**src/rtl/rf_arb_pkg.sv**
```systemverilog
// Shared sizing, id type and response-state encoding for the register-file read arbiter.
package rf_arb_pkg;

    localparam int NUM_REQ = 4;
    localparam int ADDR_W  = 5;
    localparam int DATA_W  = 64;
    localparam int ID_W    = (NUM_REQ > 1) ? $clog2(NUM_REQ) : 1;

    typedef logic [ID_W-1:0] req_id_t;

    typedef enum logic {
        EMPTY = 1'b0,
        FULL  = 1'b1
    } rsp_state_t;

endpackage

```
**src/rtl/rf_read_arbiter_rr_pick.sv**
```systemverilog
// Round-robin picker: first valid requester at or after ptr, wrapping; combinational.
module rr_pick #(
    parameter int NUM_REQ = 4,
    parameter int IDW     = 2
) (
    input  logic [IDW-1:0]     ptr,
    input  logic [NUM_REQ-1:0] vld,
    output logic [NUM_REQ-1:0] gnt,
    output logic [IDW-1:0]     gnt_idx,
    output logic               gnt_any
);

    always_comb begin
        gnt     = '0;
        gnt_idx = '0;
        gnt_any = 1'b0;
        // First pass covers ptr..NUM_REQ-1, second pass wraps to 0..ptr-1.
        for (int j = 0; j < NUM_REQ; j++) begin
            if (!gnt_any && vld[j] && (j >= int'(ptr))) begin
                gnt_any = 1'b1;
                gnt[j]  = 1'b1;
                gnt_idx = IDW'(j);
            end
        end
        for (int j = 0; j < NUM_REQ; j++) begin
            if (!gnt_any && vld[j]) begin
                gnt_any = 1'b1;
                gnt[j]  = 1'b1;
                gnt_idx = IDW'(j);
            end
        end
    end

endmodule

```
**src/rtl/rf_read_arbiter.sv**
```systemverilog
// Shares one register-file read port among NUM_REQ requesters; grant is combinational,
// response registered one cycle later and held while rsp_ready is low (no grants then).
module rf_read_arbiter #(
    parameter int NUM_REQ = rf_arb_pkg::NUM_REQ,
    parameter int ADDR_W  = rf_arb_pkg::ADDR_W,
    parameter int DATA_W  = rf_arb_pkg::DATA_W,
    localparam int IDW    = (NUM_REQ > 1) ? $clog2(NUM_REQ) : 1
) (
    input  logic                           clk,
    input  logic                           reset,
    input  logic [NUM_REQ-1:0]             req_valid,
    input  logic [NUM_REQ-1:0][ADDR_W-1:0] req_addr,
    output logic [NUM_REQ-1:0]             req_ready,
    output logic                           rd_en,
    output logic [ADDR_W-1:0]              rd_addr,
    input  logic [DATA_W-1:0]              rd_data,
    output logic                           rsp_valid,
    output logic [IDW-1:0]                 rsp_id,
    output logic [DATA_W-1:0]              rsp_data,
    input  logic                           rsp_ready
);

    import rf_arb_pkg::*;

    rsp_state_t          state_q, state_d;
    logic [IDW-1:0]      ptr_q, ptr_d;
    logic [IDW-1:0]      rsp_id_q, rsp_id_d;
    logic [DATA_W-1:0]   rsp_data_q, rsp_data_d;

    logic                port_free;
    logic [NUM_REQ-1:0]  pick_vld;
    logic [NUM_REQ-1:0]  pick_gnt;
    logic [IDW-1:0]      pick_idx;
    logic                pick_any;

    // Gating with reset keeps the read port quiet while reset is held, whatever the inputs.
    always_comb begin
        port_free = (state_q == EMPTY) || rsp_ready;
        pick_vld  = (port_free && !reset) ? req_valid : '0;
    end

    rr_pick #(
        .NUM_REQ (NUM_REQ),
        .IDW     (IDW)
    ) u_rr_pick (
        .ptr     (ptr_q),
        .vld     (pick_vld),
        .gnt     (pick_gnt),
        .gnt_idx (pick_idx),
        .gnt_any (pick_any)
    );

    always_comb begin
        req_ready  = pick_gnt;
        rd_en      = pick_any;
        rd_addr    = pick_any ? req_addr[pick_idx] : '0;

        state_d    = state_q;
        ptr_d      = ptr_q;
        rsp_id_d   = rsp_id_q;
        rsp_data_d = rsp_data_q;

        if (pick_any) begin
            ptr_d      = (pick_idx == IDW'(NUM_REQ - 1)) ? '0 : pick_idx + 1'b1;
            rsp_id_d   = pick_idx;
            rsp_data_d = rd_data;
        end

        case (state_q)
            EMPTY: begin
                if (pick_any) begin
                    state_d = FULL;
                end
            end
            FULL: begin
                if (rsp_ready && !pick_any) begin
                    state_d = EMPTY;
                end
            end
            default: state_d = EMPTY;
        endcase
    end

    always_ff @(posedge clk or posedge reset) begin
        if (reset) begin
            state_q    <= EMPTY;
            ptr_q      <= '0;
            rsp_id_q   <= '0;
            rsp_data_q <= '0;
        end else begin
            state_q    <= state_d;
            ptr_q      <= ptr_d;
            rsp_id_q   <= rsp_id_d;
            rsp_data_q <= rsp_data_d;
        end
    end

    assign rsp_valid = (state_q == FULL);
    assign rsp_id    = rsp_id_q;
    assign rsp_data  = rsp_data_q;

endmodule
```
**config.mk**
```make
export PLATFORM = sky130hd
export DESIGN_NAME = rf_read_arbiter
export DESIGN_NICKNAME = d
export VERILOG_FILES = /design/src/rtl/rf_arb_pkg.sv /design/src/rtl/rf_read_arbiter_rr_pick.sv /design/src/rtl/rf_read_arbiter.sv
export SDC_FILE = /design/constraint.sdc
export NUM_CORES = 1
export LEC_CHECK = 0
export BUFFER_PORTS_ARGS = -buffer_cell sky130_fd_sc_hd__buf_2
export CAP_MARGIN = 20
export CORE_UTILIZATION = 40
export DETAILED_ROUTE_END_ITERATION = 7
export PLACE_DENSITY_LB_ADDON = 0.08
export SLEW_MARGIN = 40
export SYNTH_ARGS = -nofsm -noshare
export SYNTH_HDL_FRONTEND = slang
export SYNTH_HIERARCHICAL = 1
export SYNTH_SLANG_ARGS = --single-unit
```
**constraint.sdc**
```tcl
create_clock -name clk -period 4.01 [get_ports clk]
set_input_delay 0.401 -clock clk [delete_from_list [all_inputs] [get_ports clk]]
set_output_delay 0.401 -clock clk [all_outputs]
set_load 0.05 [all_outputs]
```
==> impl_metrics.csv <==
group,metric,value,unit
status,status,"finished, final reports clean",
layout,fin_util,55.4,%
power_and_ir_drop,p_total,2.48,mW
cts,cts_hold_buf,0,
synth,synth_adder_area_share,0.383,%
synth,synth_area_leaders,"dfrtp_1, mux2_4, buf_6, mux2i_1, o22ai_1",
setup_path,worstSetupPathType,"flip-flop to output pin",
synth,synthFlopType,"dfrtp_1",
place,place_inst,468,
floorplanning,ios,168,
place,numPortBuffers,167,
synth,syn-cell-area,3260,um^2
sta,maxSlewViolCount,0,
global_routing,gr-total-overflow,0,
place,gp_congestion,0.734,
sta,setup_viol,0,
sta,worstMarginPinSlew,579,ps
cts,cts_made_buffers,9,
cts,cts_tree,"done",
sta,rsz0062_at_grt,"no",
global_routing,grt_start_max_net_pins,46,
synth,ys_seq_area_share,52.9,%
synth,ys_ff_latch,69,
cts,cts.sink_count,69,
sta,period_share,72.4,%
cts,postCtsSetupRepairBufs,0,
setup_path,crit_start,"rsp_valid",
synth,ys_warn_count,6,
setup_path,cp-endpoint,"rd_addr[3]",
synth,synth_edf_count,0,
route,vias,2239,
layout,final_cells,483,
power_and_ir_drop,p_leak,2.31,nW
synth,synthArstFlopShare,100,%
setup_path,r2r_end,"rsp_data[63]",
sta,hold_violations,0,
synth,postSynthAreaPerCell,15.8,um^2
sta,fmax,0.345,GHz
setup_path,arrival,2500,ps
global_routing,grt_pass1_wl,10400,um
synth,synth.distinct_cells,31,
floorplanning,die_h,92.3,um
sta,setup_tns,0,ps
setup_path,reg2reg_depth,7,
synth,synth_top_cell_by_area,"dfrtp_1",
power_and_ir_drop,vdd_drop_max,0.337,mV
layout,antenna_cells,0,
min_path,hp-class,"input port to async pin",
global_routing,grt_pass1_vias,2134,
setup_path,endpoint_kind,"output pin",
route,firstDrtPassIters,4,
sta,finalCriticalPeriod,2900,ps
global_routing,grtUsageTotal,15.8,%
route,detail_route.wl_per_cell,14.0,um
floorplanning,rows,32,
power_and_ir_drop,powerDensity,574,nW/um^2
cts,path_clk_slew,70,ps
cts,cts_buffer_depth,2,
route,routed_wl,6750,um
cts,worstSkewPairLatency,330,ps
setup_path,reg2reg_from,"rsp_valid",
synth,synthTopCellsByCount,"dfrtp_1, mux2_4, mux2i_1",
route,drc,0,
synth,syn-instance-count,206,
layout,fin_nets,469,
global_routing,antenna_found_initial,0,
cts,cts_root_buffer,"clkbuf_8",
synth,synth_most_common_cell,"dfrtp_1",
synth,yosys.area.top_type_share,52.9,%
synth,synth_top_family_by_area,"multiplexers",
sta,slew_headroom,61.4,%
layout,drive_above_1_share,68.8,%
cts,cts_resized,0,
synth,synth_compound_area_share,4.52,%
synth,yosys.area_share.simple,3.80,%
route,drt_iter0_markers,40,
sta,fin_skew,6.63,ps
synth,syn-num-nets,298,
floorplanning,die_x,92.3,um
route,ant_nets,0,
route,vias_per_cell,4.64,
floorplanning,start_util,41.8,%
setup_path,cp.required,3610,ps
synth,synthXorXnorAreaFrac,0,%
synth,synth_mux_area_share,33.6,%
place,dp_hpwl,4770,um
cts,cts.htree.levels,3,
floorplanning,core_area,7810,um^2
layout,syn2layout_area_growth,32.5,%
floorplanning,dieArea,8520,um^2
setup_path,path_max_fanout,12,
setup_path,ff2ff_setup_slack,1640,ps
setup_path,crit_path_start_kind,"flip-flop",
flow_run,maxCapViolations,0,
[how the worst min path moves through the flow]
stage | start | end | slack [ps] | cells past startpoint
after floorplan | ptr_q[1] | ptr_q[1] | 520 | 1
after global placement | rsp_data[4] | rsp_data[4] | 490 | 1
after detailed placement | rsp_data[29] | rsp_data[29] | 490 | 1
after CTS | reset | rsp_valid | 170 | 2
after global routing | reset | rsp_valid | 200 | 2
final | reset | rsp_valid | 160 | 2
[per-layer routing]
| metal | routed length (um) | GRT usage (%) | up-vias |
|---|---|---|---|
| li1 | - | - | 1071 |
| met1 | 3300 | 22.8 | 1050 |
| met5 | 0 | 0 | - |
| met3 | 468 | 4.43 | 7 |
| met4 | 63 | 5.47 | 0 |
| met2 | 2920 | 22.7 | 111 |
[logic make-up (layout without fill, tap and decap cells)]
| kind of cell | count (synthesis) | count (layout) |
|---|---|---|
| AO/OA/AOI/OAI | 21 | 21 |
| adder cells (fa/ha/maj) | 1 | 1 |
| buffers and inverters | 18 | 193 |
| flip-flops | 69 | 69 |
| multiplexers | 77 | 77 |
| AND/OR/NAND/NOR | 20 | 20 |
[area by class of cell]
class / count / area, um^2
inverter: 4 / 17.5
clock inverter: 5 / 28.8
multi-input combinational: 119 / 1400
clock buffer: 10 / 128
sequential: 69 / 1730
tap: 102 / 128
fill: 673 / 3480
timing repair buffer: 174 / 901
[registers in the layout, summed over array words and instances, names as in the netlist]
signal	flops
ptr_q	2
rsp_data	64
rsp_id	2
rsp_valid	1
[report_power, final]
group          internal, mW  switching, mW  total [mW]
registers             0.827         0.0862       0.914
clock network         0.218          0.249       0.467
logic                 0.377          0.723        1.10
[worst max-delay path, stage by stage, from the launching register on]
cell	delay [ps]
dfrtp_1	370
nor2b_1	170
nor3b_1	210
buf_4	190
nand3b_1	110
o21ai_1	80
a221oi_2	220
buf_4	260
mux2i_1	250
o22ai_1	100
buf_2	210
[metrics by stage]
stage | hold slack, ps | worst slack, ps | area, um^2
2_1_floorplan | 520 | 555 | 3260
3_3_place_gp | 486 | 1430 | 4170
3_5_place_dp | 487 | 1360 | 4170
4_1_cts | 172 | 1060 | 4320
5_1_grt | 195 | 855 | 4320
6_report | 160 | 1110 | 4320
[cell usage in the layout, fill, tap and decap left out, drive strengths merged]
cell type / instances
o21ai: 3
dfrtp: 69
a21o: 1
nor2b: 3
ha: 1
o22ai: 7
nor3b: 4
nand2: 4
o21a: 2
buf: 174
and3: 1
and2: 1
clkbuf: 10
nand2b: 2
mux2i: 11
inv: 4
clkinv: 5
a2bb2oi: 1
o21bai: 1
a21oi: 3
or2: 1
a221oi: 2
nand3b: 1
nor2: 3
mux2: 66
o221a: 1
No activity file was read; power rests on OpenSTA's default activity.
